[src/rtl/terminal_pkg.sv]
// rtl/terminal_pkg.sv - shared constants, character codes and state encodings for the text terminal path
package terminal_pkg;

    localparam int DEFAULT_COLS       = 80;
    localparam int DEFAULT_ROWS       = 60;
    localparam int DEFAULT_ADDR_WIDTH = 13;

    localparam logic [7:0] CHAR_BLANK     = 8'h20;
    localparam logic [7:0] CHAR_PRINT_LO  = 8'h20;
    localparam logic [7:0] CHAR_PRINT_HI  = 8'h7E;
    localparam logic [7:0] CHAR_NEWLINE   = 8'h0A;
    localparam logic [7:0] CHAR_BACKSPACE = 8'hF7;
    localparam logic [7:0] CHAR_ESC       = 8'h03;
    localparam logic [7:0] CHAR_LEFT      = 8'hEB;
    localparam logic [7:0] CHAR_RIGHT     = 8'hF4;
    localparam logic [7:0] CHAR_UP        = 8'hF5;
    localparam logic [7:0] CHAR_DOWN      = 8'hF2;
    localparam logic [7:0] CHAR_INVALID   = 8'hFF;

    typedef enum logic [2:0] {
        ST_IDLE,
        ST_FETCH,
        ST_DECODE,
        ST_WRITE,
        ST_MOVE,
        ST_CLEAR,
        ST_CLR_GAP,
        ST_GAP
    } state_t;

    typedef enum logic [3:0] {
        OP_NONE,
        OP_INC_WRAP,
        OP_DEC,
        OP_LEFT,
        OP_RIGHT,
        OP_UP,
        OP_DOWN,
        OP_NEWLINE,
        OP_HOME
    } cursor_op_t;

endpackage

[src/rtl/cursor_position.sv]
// rtl/cursor_position.sv - row/col/linear-address cursor registers updated by one op per cycle
// The linear address tracks row*COLS+col incrementally; row_base holds row*COLS for newline.
module cursor_position
    import terminal_pkg::*;
#(
    parameter int COLS       = DEFAULT_COLS,
    parameter int ROWS       = DEFAULT_ROWS,
    parameter int ADDR_WIDTH = DEFAULT_ADDR_WIDTH
) (
    input  logic                  clk,
    input  logic                  rst,
    input  cursor_op_t            op,
    output logic [ADDR_WIDTH-1:0] addr
);

    localparam int CW = $clog2(COLS);
    localparam int RW = $clog2(ROWS);
    localparam logic [CW-1:0]         COL_LAST = CW'(COLS - 1);
    localparam logic [RW-1:0]         ROW_LAST = RW'(ROWS - 1);
    localparam logic [ADDR_WIDTH-1:0] ROW_STEP = ADDR_WIDTH'(COLS);
    localparam logic [ADDR_WIDTH-1:0] ONE      = ADDR_WIDTH'(1);

    logic [RW-1:0]         row;
    logic [CW-1:0]         col;
    logic [ADDR_WIDTH-1:0] row_base;

    always_ff @(posedge clk or negedge rst) begin
        if (!rst) begin
            row      <= '0;
            col      <= '0;
            row_base <= '0;
            addr     <= '0;
        end else begin
            case (op)
                OP_INC_WRAP: begin
                    if (col != COL_LAST) begin
                        col  <= col + CW'(1);
                        addr <= addr + ONE;
                    end else if (row != ROW_LAST) begin
                        col      <= '0;
                        row      <= row + RW'(1);
                        row_base <= row_base + ROW_STEP;
                        addr     <= addr + ONE;
                    end else begin
                        col      <= '0;
                        row      <= '0;
                        row_base <= '0;
                        addr     <= '0;
                    end
                end
                OP_DEC: begin
                    if (col != '0) begin
                        col  <= col - CW'(1);
                        addr <= addr - ONE;
                    end else if (row != '0) begin
                        col      <= COL_LAST;
                        row      <= row - RW'(1);
                        row_base <= row_base - ROW_STEP;
                        addr     <= addr - ONE;
                    end
                end
                OP_LEFT: begin
                    if (col != '0) begin
                        col  <= col - CW'(1);
                        addr <= addr - ONE;
                    end
                end
                OP_RIGHT: begin
                    if (col != COL_LAST) begin
                        col  <= col + CW'(1);
                        addr <= addr + ONE;
                    end
                end
                OP_UP: begin
                    if (row != '0) begin
                        row      <= row - RW'(1);
                        row_base <= row_base - ROW_STEP;
                        addr     <= addr - ROW_STEP;
                    end
                end
                OP_DOWN: begin
                    if (row != ROW_LAST) begin
                        row      <= row + RW'(1);
                        row_base <= row_base + ROW_STEP;
                        addr     <= addr + ROW_STEP;
                    end
                end
                OP_NEWLINE: begin
                    col <= '0;
                    if (row != ROW_LAST) begin
                        row      <= row + RW'(1);
                        row_base <= row_base + ROW_STEP;
                        addr     <= row_base + ROW_STEP;
                    end else begin
                        row      <= '0;
                        row_base <= '0;
                        addr     <= '0;
                    end
                end
                OP_HOME: begin
                    row      <= '0;
                    col      <= '0;
                    row_base <= '0;
                    addr     <= '0;
                end
                default: ;
            endcase
        end
    end

endmodule

[src/rtl/ascii_cursor_controller.sv]
// rtl/ascii_cursor_controller.sv - pops keyboard ASCII, moves the cursor and drives terminal writes
// Cursor ops are applied on the write strobe (WRITE) or in MOVE, so the cursor changes once per character.
module ascii_cursor_controller
    import terminal_pkg::*;
#(
    parameter int         COLS       = DEFAULT_COLS,
    parameter int         ROWS       = DEFAULT_ROWS,
    parameter int         ADDR_WIDTH = DEFAULT_ADDR_WIDTH,
    parameter logic [7:0] BLANK      = CHAR_BLANK
) (
    input  logic                  clk,
    input  logic                  rst,
    input  logic                  kb_ready,
    input  logic [7:0]            kb_ascii,
    output logic                  kb_next,
    input  logic                  vga_busy,
    output logic                  vga_cs,
    output logic [ADDR_WIDTH-1:0] vga_address,
    output logic [7:0]            vga_data,
    output logic [ADDR_WIDTH-1:0] cursor_addr,
    output logic                  clearing
);

    localparam logic [ADDR_WIDTH-1:0] LAST_CELL = ADDR_WIDTH'(COLS * ROWS - 1);

    state_t                state, state_next, dec_state;
    logic [7:0]            char_reg, wr_data, dec_data;
    logic [ADDR_WIDTH-1:0] wr_addr, clr_cnt, dec_addr;
    cursor_op_t            pend_op, dec_op, cur_op;

    cursor_position #(
        .COLS       (COLS),
        .ROWS       (ROWS),
        .ADDR_WIDTH (ADDR_WIDTH)
    ) u_cursor (
        .clk  (clk),
        .rst  (rst),
        .op   (cur_op),
        .addr (cursor_addr)
    );

    always_comb begin
        dec_op    = OP_NONE;
        dec_state = ST_MOVE;
        dec_addr  = cursor_addr;
        dec_data  = char_reg;
        if (char_reg >= CHAR_PRINT_LO && char_reg <= CHAR_PRINT_HI) begin
            dec_op    = OP_INC_WRAP;
            dec_state = ST_WRITE;
        end else begin
            case (char_reg)
                CHAR_NEWLINE: dec_op = OP_NEWLINE;
                CHAR_BACKSPACE: begin
                    if (cursor_addr != '0) begin
                        dec_op    = OP_DEC;
                        dec_state = ST_WRITE;
                        dec_addr  = cursor_addr - ADDR_WIDTH'(1);
                        dec_data  = BLANK;
                    end
                end
                CHAR_LEFT:    dec_op = OP_LEFT;
                CHAR_RIGHT:   dec_op = OP_RIGHT;
                CHAR_UP:      dec_op = OP_UP;
                CHAR_DOWN:    dec_op = OP_DOWN;
                CHAR_ESC:     dec_state = ST_CLEAR;
                CHAR_INVALID: dec_op = OP_NONE;
                default:      dec_op = OP_NONE;
            endcase
        end
    end

    always_comb begin
        state_next = state;
        vga_cs     = 1'b0;
        cur_op     = OP_NONE;
        case (state)
            ST_IDLE:   if (kb_ready) state_next = ST_FETCH;
            ST_FETCH:  state_next = ST_DECODE;
            ST_DECODE: state_next = dec_state;
            ST_WRITE: begin
                if (!vga_busy) begin
                    vga_cs     = 1'b1;
                    cur_op     = pend_op;
                    state_next = ST_GAP;
                end
            end
            ST_MOVE: begin
                cur_op     = pend_op;
                state_next = ST_GAP;
            end
            ST_CLEAR: begin
                if (!vga_busy) begin
                    vga_cs = 1'b1;
                    if (clr_cnt == LAST_CELL) begin
                        cur_op     = OP_HOME;
                        state_next = ST_GAP;
                    end else begin
                        state_next = ST_CLR_GAP;
                    end
                end
            end
            ST_CLR_GAP: state_next = ST_CLEAR;
            ST_GAP:     state_next = ST_IDLE;
            default:    state_next = ST_IDLE;
        endcase
    end

    always_ff @(posedge clk or negedge rst) begin
        if (!rst) begin
            state    <= ST_IDLE;
            char_reg <= '0;
            wr_addr  <= '0;
            wr_data  <= '0;
            pend_op  <= OP_NONE;
            clr_cnt  <= '0;
        end else begin
            state <= state_next;
            if (state == ST_IDLE && kb_ready) char_reg <= kb_ascii;
            if (state == ST_DECODE) begin
                wr_addr <= dec_addr;
                wr_data <= dec_data;
                pend_op <= dec_op;
                clr_cnt <= '0;
            end
            if (state == ST_CLEAR && !vga_busy) clr_cnt <= clr_cnt + ADDR_WIDTH'(1);
        end
    end

    // Head is sampled in the same cycle as the pop; reset gating keeps the strobe low while rst is held.
    assign kb_next     = rst && (state == ST_IDLE) && kb_ready;
    assign clearing    = (state == ST_CLEAR) || (state == ST_CLR_GAP);
    assign vga_address = clearing ? clr_cnt : wr_addr;
    assign vga_data    = clearing ? BLANK : wr_data;

endmodule

[config.mk]
export PLATFORM = sky130hd
export DESIGN_NAME = ascii_cursor_controller
export DESIGN_NICKNAME = d
export VERILOG_FILES = /design/src/rtl/terminal_pkg.sv /design/src/rtl/cursor_position.sv /design/src/rtl/ascii_cursor_controller.sv
export SDC_FILE = /design/constraint.sdc
export NUM_CORES = 1
export LEC_CHECK = 0
export CAP_MARGIN = 10
export CORE_ASPECT_RATIO = 1.25
export CORE_MARGIN = 2
export CORE_UTILIZATION = 60
export CTS_BUF_LIST = sky130_fd_sc_hd__clkbuf_8
export DETAILED_ROUTE_END_ITERATION = 10
export GPL_TIMING_DRIVEN = 0
export PLACE_DENSITY = 0.82
export SETUP_SLACK_MARGIN = 0.15
export SLEW_MARGIN = 0
export SYNTH_ARGS = -nofsm -noshare
export SYNTH_HDL_FRONTEND = slang
export SYNTH_SLANG_ARGS = --single-unit
[constraint.sdc]
create_clock -name clk -period 4.2 [get_ports clk]
set_input_delay 0.42 -clock clk [delete_from_list [all_inputs] [get_ports clk]]
set_output_delay 0.42 -clock clk [all_outputs]
set_load 0.05 [all_outputs]
==> results of run 1 <==
-- logic make-up (layout without fill, tap and decap cells) --
family          Yosys count  count (layout)  synth area share
simple gates            332             332             0.255
compound gates          234             234             0.238
flops                    87              87             0.347
buf+inv                  72             137            0.0492
xor+xnor                 35              35            0.0488
fa+ha+maj                19              19            0.0390
mux                      13              13            0.0229
-- worst paths after layout --
kind                                              from                            end  slack (ns)  cells past startpoint
max in group asynchronous                          rst        clr_cnt[10]$_DFFE_PN0P_        3.02                      3
worst min register to register  wr_data[1]$_DFFE_PN0P_         wr_data[1]$_DFFE_PN0P_        0.48                      2
worst max register to register    state[0]$_DFFE_PN0P_  u_cursor.addr[12]$_DFFE_PN0P_        0.60                     13
worst min-delay path            wr_data[1]$_DFFE_PN0P_         wr_data[1]$_DFFE_PN0P_        0.48                      2
min in group asynchronous                          rst         wr_data[3]$_DFFE_PN0P_        0.52                      2
worst max-delay path                          vga_busy  u_cursor.addr[12]$_DFFE_PN0P_        0.44                     14
-- tightest hold or removal path, delay by kind of cell (launching register included) --
| kind | cells | cell delay, ns |
|---|---|---|
| AND/OR/NAND/NOR | 1 | 0.05 |
| flip-flops | 1 | 0.35 |
| AO/OA/AOI/OAI | 1 | 0.06 |
-- per-layer routing --
| metal | part of all wire | wire (um) | up-vias |
|---|---|---|---|
| li1 | - | - | 2977 |
| met1 | 0.40 | 7170 | 2986 |
| met2 | 0.50 | 8860 | 281 |
| met3 | 0.062 | 1100 | 67 |
| met4 | 0.041 | 726 | 0 |
| met5 | 0 | 0 | - |
-- power breakdown --
part           internal [W]  total, W  leakage [nW]  switching [W]
sequential          0.00107   0.00132          1.12       0.000253
combinational      0.000844   0.00242          1.73        0.00158
clock              0.000271  0.000606        0.0965       0.000335
-- what timing repair did --
item / CTS / global route
endpoints found under the hold margin: 9 / 0
gates resized for setup: 1 / 1
hold buffers: 1 / 0
endpoints found under the setup margin: 1 / 1
-- layout make-up --
cell class / instances / share of cell area
plain buffers: 51 / 0.0322
clock buffers: 9 / 0.0173
clock inverters: 6 / 0.00891
inverters: 21 / 0.0110
multi-input cells: 633 / 0.532
flip-flops and latches: 87 / 0.304
well taps: 129 / 0.0225
repair buffers: 50 / 0.0720
-- cells in the final DEF (no fill, tap or decap), types with 4 or more instances in the layout --
master,count
a211oi_1,4
a21oi_1,47
a221oi_1,9
a22o_1,4
a22oi_1,5
a31oi_1,10
and2_1,15
and3_1,15
buf_2,7
buf_4,5
clkbuf_1,35
clkbuf_8,9
clkdlybuf4s50_1,47
dfrtp_1,87
ha_1,18
inv_1,22
mux2_2,11
nand2_1,128
nand2b_1,7
nand3_1,24
nand4_1,6
nor2_1,68
nor2b_1,11
nor3_1,17
nor3b_1,5
nor4_1,4
o211ai_1,5
o21ai_0,72
o21ai_1,8
o22ai_1,17
o2bb2ai_1,4
o31ai_1,10
o32ai_1,4
or2_2,7
or3_1,9
xnor2_1,21
xor2_1,14
-- stage by stage --
stage          utilization  hold WS (ns)
2_1_floorplan            -         0.124
3_5_place_dp         0.684         0.405
3_3_place_gp         0.682         0.457
5_1_grt              0.705         0.516
6_report             0.705         0.480
4_1_cts              0.704         0.486
==> metrics.txt, run 1 <==
outcome=finished, final reports clean; Seq cells post-synth=between 80 and 90; Mapped Area=0.00628 mm^2; Routed Antenna Nets=0; Worst Path Arrival=slightly above 4 ns; clock root cell=clkbuf_8; RSZ-0062 raised after global routing=false; GPL Wtd Cong=just over 0.9; M1 GR Usage=0.385; Final Routed Wirelength=17.9 mm; CTS tree=built; DP Area=0.00695 mm^2; CTS Buf Count=9; first-pass GRT wire length=29.0 mm; PortBufs=48; Top FF cell, synth=dfrtp_1; Startpoint Class=input pin; Pwr Total=0.00435 W; Avg Vias per Cell=6.40; Syn Nets=823; initial core utilization=0.619; initial antenna violation count=0; vias in the first global route=slightly above 6,000; PwrDens=607 mW/mm^2; normalized max-slew margin=0.374; Die Ht=118 um; Global Route met3 Usage=0.0497; max-cap viol count=0; CP dominant cell by count=o21ai_0; syn_area_per_cell=approximately 7.9 um^2; starting DRC count in detailed routing=approximately 460; PnR worst setup slack=0.440 ns; WS Path Type=in2reg; Final Hold Vio Count=0; max-slew violations=0; dominant cell type by area after synthesis=dfrtp_1; Synth area leaders=dfrtp_1 (35%), nand2_1 (7.6%), o21ai_0 (5.7%); most used routing layer=met2; count leader, synth=nand2_1; post-CTS setup buffers=0; Area Growth Syn to Fin=14.0%; CP cell instances=clkdlybuf4s50_1 > and4bb_1 > or2_1 > buf_4 > nand3_4 > inv_1 > fa_1 > nand2b_1 > a211oi_1 > o21ai_0 > a21oi_1 > mux2_2 > and3_1 > o21ai_0; top cell family by delay on the critical path=simple AND/OR/NAND/NOR gates; Final Skew=between 0.01 and 0.015 ns; # setup viols final=0; clk slew on worst S/H paths=0.09 ns; Pleak=2.94 nW; Register Area=0.00218 mm^2; CP max stage cell=clkdlybuf4s50_1; Total GRT Usage=0.323; num rows=41; estimated wirelength of the detail-placed design=13.1 mm; commonest cells in the netlist=nand2_1 (128), dfrtp_1 (87), o21ai_0 (72), nor2_1 (68), a21oi_1 (47); CTS H-tree lvls=3; Synth Instances=approximately 800; Die Span X=about 96 um; Multi-input gate area=0.00381 mm^2; TritonRoute pass-1 iters=6; Final Cycle Share=0.895; clock latency on the worst-skew pair=~0.39 ns; Synth Warn #=0; fraction of registers with async set/reset=1.00; fin cells=986; CP Capture Type=flop; routed vias=6,311; Post-Place Worst Slack=-0.240 ns; Longest Clk Path Bufs=2; setup tns final=0 ns; clock sinks=87; Nets=884; largest net degree at the start of global routing=57; # diodes=0; final worst path period need=between 3 and 4 ns; I/O Pins=49; Max Fanout on Critical Path=13; top cell type's share of synthesized area=0.347; maximum vdd drop=0.283 mV; Bufs and invs on worst path=3; worst hold-check path type=reg2reg; Worst Path Required=4.51 ns; placed insts=970; GRT met2 Usage=0.550; highest clock rate=0.266 GHz; GRT overflow=0; worst-margin pin slew=roughly 0.94 ns; Final Cell Area=0.00716 mm^2; Placeable Area=0.0102 mm^2; wire length per cell=18.1 um; max incr delay on CP=0.57 ns; die area=0.0113 mm^2; Synth cell types=75; register area share after synthesis=0.347; layout cells sized above 1=0.0712; # fillers=842; EDFF count, synth=0; drc violations=0
(Power assumes the default switching activity.)
==> run 2, diff against run 1 <==
--- a/config.mk
+++ b/config.mk
@@ -5,6 +5,7 @@
 export SDC_FILE = /design/constraint.sdc
 export NUM_CORES = 1
 export LEC_CHECK = 0
+export ABC_AREA = 1
 export CAP_MARGIN = 10
 export CORE_ASPECT_RATIO = 1.25
 export CORE_MARGIN = 2
@@ -12,7 +13,7 @@
 export CTS_BUF_LIST = sky130_fd_sc_hd__clkbuf_8
 export DETAILED_ROUTE_END_ITERATION = 10
 export GPL_TIMING_DRIVEN = 0
-export PLACE_DENSITY = 0.82
+export PLACE_DENSITY = 0.81
 export SETUP_SLACK_MARGIN = 0.15
 export SLEW_MARGIN = 0
 export SYNTH_ARGS = -nofsm -noshare
==> metrics.txt, run 2 <==
Worst Path Arrival=3.02 ns (-1.05 ns); capturing point of the worst reg2reg path=u_cursor.addr[11]$_DFFE_PN0P_; layout cells sized above 1=0.0656 (-0.00559); Nets=1,139 (+29%); Routed Antenna Nets=0 (unchanged); hold_ws=0.0396 ns (-0.440 ns); GRT met2 Usage=0.547 (-0.00295); highest clock rate=0.291 GHz (+9.3%); estimated wirelength of the detail-placed design=13.9 mm (+6.6%); RSZ-0062 raised after global routing=false; fraction of registers with async set/reset=1.00 (unchanged); largest net degree at the start of global routing=46 (-19%); Final Hold Vio Count=0 (unchanged); max-slew violations=0 (unchanged); Pleak=3.88 nW (+32%); CTS Buf Count=9 (unchanged); Synth area leaders=dfrtp_1 (32%), nand2_1 (15%), nand3_1 (7.6%); normalized max-slew margin=0.489 (+0.115); CP dominant cell by count=nand2_1; most used routing layer=met2; EDFF count, synth=0 (unchanged); Clock power frac=0.138 (about the same); Final Routed Wirelength=18.4 mm (+3.2%); vias in the first global route=6,490 (+6.7%); worst reg-to-reg setup slack=0.97 ns (+0.37 ns); clk slew on worst S/H paths=0.09 ns (about the same); FF-to-FF Start=state[0]$_DFFE_PN0P_; Longest Clk Path Bufs=2 (unchanged); Startpoint Class=flop; CP cell instances=inv_1 > nand3_1 > nand2_1 > clkbuf_1 > nand2_1 > o21ai_0 > clkdlybuf4s50_1; CTS tree=built; PwrDens=576 mW/mm^2 (-5.3%); clock root cell=clkbuf_8; worst hold-check path type=in2async; most common cell after layout, fill and taps aside=nand2_1; sequential share of power=0.285 (-0.019); post-route core utilization=0.697 (-0.00808); num rows=43 (+4.9%); Top FF cell, synth=dfrtp_1; worst-margin pin slew=0.767 ns (-0.169 ns); syn_area_per_cell=6.57 um^2 (-17%); Placeable Area=0.0111 mm^2 (+9.6%); commonest cells in the netlist=nand2_1 (276), nor2_1 (131), inv_1 (119), nand3_1 (104), dfrtp_1 (87); P_sw=0.00227 W (+4.9%); CP Capture Type=primary output; Final Skew=0.0108 ns (-0.00282 ns); GPL Wtd Cong=0.937 (+1.6%); post-CTS setup buffers=0 (unchanged); I/O Pins=49 (unchanged); max-cap viol count=0 (unchanged); Final Cycle Share=0.819 (-0.0761); wire length per cell=14.8 um (-18%); Total GRT Usage=0.308 (-0.0157); Seq cells post-synth=87 (unchanged); GRT overflow=0 (unchanged); die area=0.0123 mm^2 (+9.2%); PortBufs=48 (unchanged); # diodes=0 (unchanged); CTS H-tree lvls=3 (unchanged); TritonRoute pass-1 iters=8 (+2); CP max stage cell=clkdlybuf4s50_1; outcome=finished, final reports clean; Die Ht=124 um (+4.5%); maximum vdd drop=0.659 mV (+130%); initial core utilization=0.618 (-0.000706); Die Span X=99.8 um (+4.5%); most frequent cells in the layout=nand2_1 (276), nor2_1 (131), inv_1 (120); Mapped Area=0.00688 mm^2 (+9.5%); Synth cell types=49 (-35%); Int Pwr=0.00220 W (+0.50%); hold-fix buffers at CTS=0 (-1); Comb pwr share=0.577 (+0.021); WS Path Type=reg2out; dominant cell type by area after synthesis=dfrtp_1; drc violations=0 (unchanged); starting DRC count in detailed routing=548 (+19%); final worst path period need=3.44 ns (-0.319 ns); CTS resizes=0 (-1); Area Growth Syn to Fin=12.8%; Max Fanout on Critical Path=10 (-3); Syn Nets=1,079 (+31%); Global Route met3 Usage=0.0477 (-0.00201); Synth Warn #=0 (unchanged); max incr delay on CP=0.85 ns (+0.28 ns); routed vias=6,964 (+10%); M1 GR Usage=0.369 (-0.0153); clock sinks=87 (unchanged); register area share after synthesis=0.316 (-0.0301); initial antenna violation count=0 (unchanged); first-pass GRT wire length=30.4 mm (+4.6%); Worst Path Required=3.78 ns (-0.73 ns); worst reg-to-reg path cell count=17 (+4); # setup viols final=0 (unchanged); clock latency on the worst-skew pair=0.38 ns (about the same); top cell type's share of synthesized area=0.316 (-0.0301); Sw Share=0.508 (+0.0107); Avg Vias per Cell=5.58 (-13%); count leader, synth=nand2_1; Synth Instances=1,048 (+32%)
## run 2: changes by cell type in the layout (fill, tap and decap cells not counted), sizes merged, moves of 11 or more
cell    delta
nand2    +159
inv      +104
nand3     +84
nor2      +69
xor2      +26
clkbuf    -17
nand4     +17
xnor2     -17
o22ai     -16
and2      -15
and3      -14
nor2b     -11
## run 2: power by group through the flow
| stage | combinational [W] | sequential [W] | clock (W) |
|---|---|---|---|
| finish | 0.00258 | 0.00127 | 0.000618 |
| global route | 0.00287 | 0.00130 | 0.000653 |
| CTS | 0.00257 | 0.00127 | 0.000624 |
| detailed placement | 0.00255 | 0.00128 | 0 |
| global placement | 0.00252 | 0.00128 | 0 |
| floorplan | 0.00184 | 0.00130 | 0 |
## run 2: cells by family (layout without fill, tap and decap cells)
| logic type | Yosys count | after routing | synth area share |
|---|---|---|---|
| adder cells (fa/ha/maj) | 19 | 19 | 0.0356 |
| XOR/XNOR | 44 | 44 | 0.0560 |
| AO/OA/AOI/OAI | 150 | 150 | 0.118 |
| flip-flops | 87 | 87 | 0.316 |
| AND/OR/NAND/NOR | 583 | 583 | 0.371 |
| multiplexers | 5 | 5 | 0.00800 |
| buffers and inverters | 160 | 225 | 0.0949 |
## run 2: metrics by stage
step	cell area, um^2	setup TNS, ns	std cells	total power [W]	setup WS (ns)
global placement	7530	-53.44	1231	0.00379	-1.21
CTS	7760	0	1248	0.00446	0.778
floorplan	6880	0	1048	0.00314	1.30
finish	7760	0	1248	0.00447	0.759
global route	7760	0	1248	0.00482	0.545
detailed placement	7550	0	1232	0.00383	0.495
## run 2: routing by layer
metal,up-vias,part of all wire
met5,-,0
met4,0,0.033
met3,59,0.060
met2,247,0.49
met1,3158,0.41
li1,3500,-
## run 2: worst max-delay path, delay by kind of cell (launching register included)
family / cells / cell delay, ns
AOI/OAI and AO/OA: 1 / 0.12
buffers and inverters: 3 / 1.40
DFF: 1 / 0.42
and+or+nand+nor: 3 / 0.70
## run 2: layout make-up
cell class              instances  area, um^2
well taps                     135         169
multi-input cells             801        4050
inverters                     124         468
plain buffers                  36         185
flip-flops and latches         87        2180
clock buffers                   9         124
fillers                      1002        3380
repair buffers                 49         505
clock inverters                 7        81.3
## run 2: worst max-delay path by stage
| stage | start | to | slack (ns) | depth (start not counted) |
|---|---|---|---|---|
| 5_1_grt | state[1]$_DFFE_PN0P_ | vga_address[6] | 0.54 | 7 |
| 3_3_place_gp | rst | kb_next | -1.21 | 4 |
| 2_1_floorplan | state[2]$_DFFE_PN0P_ | vga_address[10] | 1.30 | 5 |
| 6_report | state[1]$_DFFE_PN0P_ | vga_address[6] | 0.76 | 7 |
| 4_1_cts | state[1]$_DFFE_PN0P_ | vga_address[4] | 0.78 | 7 |
| 3_5_place_dp | vga_busy | u_cursor.addr[11]$_DFFE_PN0P_ | 0.50 | 18 |
==> run 3, diff against run 2 <==
--- a/config.mk
+++ b/config.mk
@@ -9,11 +9,11 @@
 export CAP_MARGIN = 10
 export CORE_ASPECT_RATIO = 1.25
 export CORE_MARGIN = 2
-export CORE_UTILIZATION = 60
+export CORE_UTILIZATION = 56
 export CTS_BUF_LIST = sky130_fd_sc_hd__clkbuf_8
 export DETAILED_ROUTE_END_ITERATION = 10
 export GPL_TIMING_DRIVEN = 0
-export PLACE_DENSITY = 0.81
+export PLACE_DENSITY = 0.8
 export SETUP_SLACK_MARGIN = 0.15
 export SLEW_MARGIN = 0
 export SYNTH_ARGS = -nofsm -noshare
==> constraint.sdc (replaced) <==
create_clock -name clk -period 3.1 [get_ports clk]
set_input_delay 0.31 -clock clk [delete_from_list [all_inputs] [get_ports clk]]
set_output_delay 0.31 -clock clk [all_outputs]
set_load 0.05 [all_outputs]
==> metrics.txt, run 3 (synthesis results as in run 2) <==
CTS Buf Count=9 (unchanged); RSZ-0062 raised after global routing=true; Final Hold Vio Count=0 (unchanged); # fillers=1,163 (+16%); clock latency on the worst-skew pair=0.38 ns (about the same); Die Span X=103 um (+3.4%); Multi-input gate area=0.00409 mm^2 (+1.1%); Total GRT Usage=0.286 (-0.0216); TritonRoute pass-1 iters=6 (-2); worst hold-check path type=in2async; I/O Pins=49 (unchanged); CP Capture Type=primary output; Final Skew=0.0123 ns (+0.00144 ns); Worst Path Arrival=2.57 ns (-0.45 ns); drc violations=0 (unchanged); maximum vdd drop=0.816 mV (+24%); placed insts=1,261 (+2.4%); worst reg-to-reg path cell count=16 (-1); Pleak=4.01 nW (+3.3%); CP max stage cell=clkdlybuf4s50_1; highest clock rate=0.347 GHz; most common cell after layout, fill and taps aside=nand2_1; PortBufs=48 (unchanged); Placeable Area=0.0120 mm^2 (+8.2%); Final Routed Wirelength=18.6 mm (+0.70%); final worst path period need=2.88 ns; outcome=finished, final reports clean; starting DRC count in detailed routing=504 (-8.0%); Nets=1,143 (+0.35%); CTS tree=built; most frequent cells in the layout=nand2_1 (276), nor2_1 (130), inv_1 (119); clock root cell=clkbuf_8; FF-to-FF Start=state[0]$_DFFE_PN0P_; initial antenna violation count=0 (unchanged); max incr delay on CP=0.81 ns (-0.04 ns); largest net degree at the start of global routing=49 (+6.5%); first-pass GRT wire length=30.2 mm (-0.64%); Avg Vias per Cell=5.46 (-2.2%); worst reg-to-reg setup slack=0.40 ns (-0.57 ns); wire length per cell=14.5 um (-1.9%); # setup viols final=0 (unchanged); worst-margin pin slew=0.638 ns (-0.129 ns); initial core utilization=0.571 (-0.0468); Max Fanout on Critical Path=10 (unchanged); capturing point of the worst reg2reg path=u_cursor.addr[11]$_DFFE_PN0P_; CP cell instances=buf_4 > nand3_1 > nand2_1 > clkbuf_2 > nor2_1 > clkdlybuf4s50_1; Final Cycle Share=0.928; Worst Path Required=2.79 ns (-0.99 ns); Area Growth Syn to Fin=13.8%; WS Path Type=reg2out; vias in the first global route=6,502 (+0.18%); GRT overflow=0 (unchanged); PwrDens=764 mW/mm^2 (+33%); CTS H-tree lvls=3 (unchanged); # diodes=0 (unchanged); clock sinks=87 (unchanged); num rows=45 (+4.7%); die area=0.0132 mm^2 (+6.9%); fin cells=1,281 (+2.6%); Startpoint Class=flop; routed vias=6,993 (+0.42%); Die Ht=128 um (+3.4%); Longest Clk Path Bufs=2 (unchanged); layout cells sized above 1=0.0842 (+0.0186); Register Area=0.00218 mm^2 (unchanged); estimated wirelength of the detail-placed design=14.0 mm (+0.69%); Routed Antenna Nets=0 (unchanged); clk slew on worst S/H paths=0.10 ns (about the same); hold_ws=0.452 ns (+0.412 ns); max-cap viol count=0 (unchanged); GPL Wtd Cong=0.931 (-0.61%); normalized max-slew margin=0.572 (+0.0837); max-slew violations=0 (unchanged)
-- run 3: how the worst max path moves through the flow --
| stage | end | startpoint | cells past startpoint |
|---|---|---|---|
| after floorplan | vga_address[10] | state[2]$_DFFE_PN0P_ | 5 |
| after global placement | kb_next | rst | 4 |
| after detailed placement | u_cursor.addr[11]$_DFFE_PN0P_ | vga_busy | 18 |
| after CTS | vga_data[1] | state[1]$_DFFE_PN0P_ | 6 |
| after global routing | vga_data[6] | state[2]$_DFFE_PN0P_ | 6 |
| final | vga_data[6] | state[2]$_DFFE_PN0P_ | 6 |
-- run 3: what timing repair did --
action,4_1_cts,5_1_grt
endpoints found under the hold margin,40,0
resized for setup,14,44
gates cloned,0,1
buffers inserted,0,2
hold buffers,2,0
setup endpoints to repair,21,23
pin swaps,0,1
-- run 3: stage by stage --
stage	total power, W	TNS [ns]	worst slack (ns)	utilization	instance area [um^2]
2_1_floorplan	0.00425	0	0.312	-	6880
3_3_place_gp	0.00513	-144.06	-2.10	0.628	7570
3_5_place_dp	0.00517	-2.78	-0.454	0.630	7590
4_1_cts	0.00596	0	0.163	0.647	7790
5_1_grt	0.00644	0	0.0899	0.650	7830
6_report	0.00598	0	0.222	0.650	7830
-- run 3: power breakdown --
group	total, W	internal (W)	switching (W)
logic	0.00346	0.00112	0.00234
clock network	0.000803	0.000326	0.000476
registers	0.00172	0.00143	0.000288
total	0.00598	0.00288	0.00310
-- run 3: metal layers --
metal / up-vias / global-route usage / part of all wire
li1: 3507 / - / -
met1: 3200 / 0.353 / 0.42
met2: 219 / 0.489 / 0.49
met3: 67 / 0.0414 / 0.049
met4: 0 / 0.127 / 0.041
met5: - / 0 / 0
-- run 3: final cells by class --
cell class,instances,share of cell area
inverters,124,0.0598
multi-input cells,802,0.523
plain buffers,35,0.0233
well taps,164,0.0262
repair buffers,53,0.0655
clock buffers,10,0.0176
flip-flops and latches,87,0.278
clock inverters,6,0.00671
-- run 3: critical path, delay by kind of cell, from the launching register on --
kind | cells | cell delay (ns)
DFF | 1 | 0.38
buffers and inverters | 3 | 1.22
and+or+nand+nor | 3 | 0.60
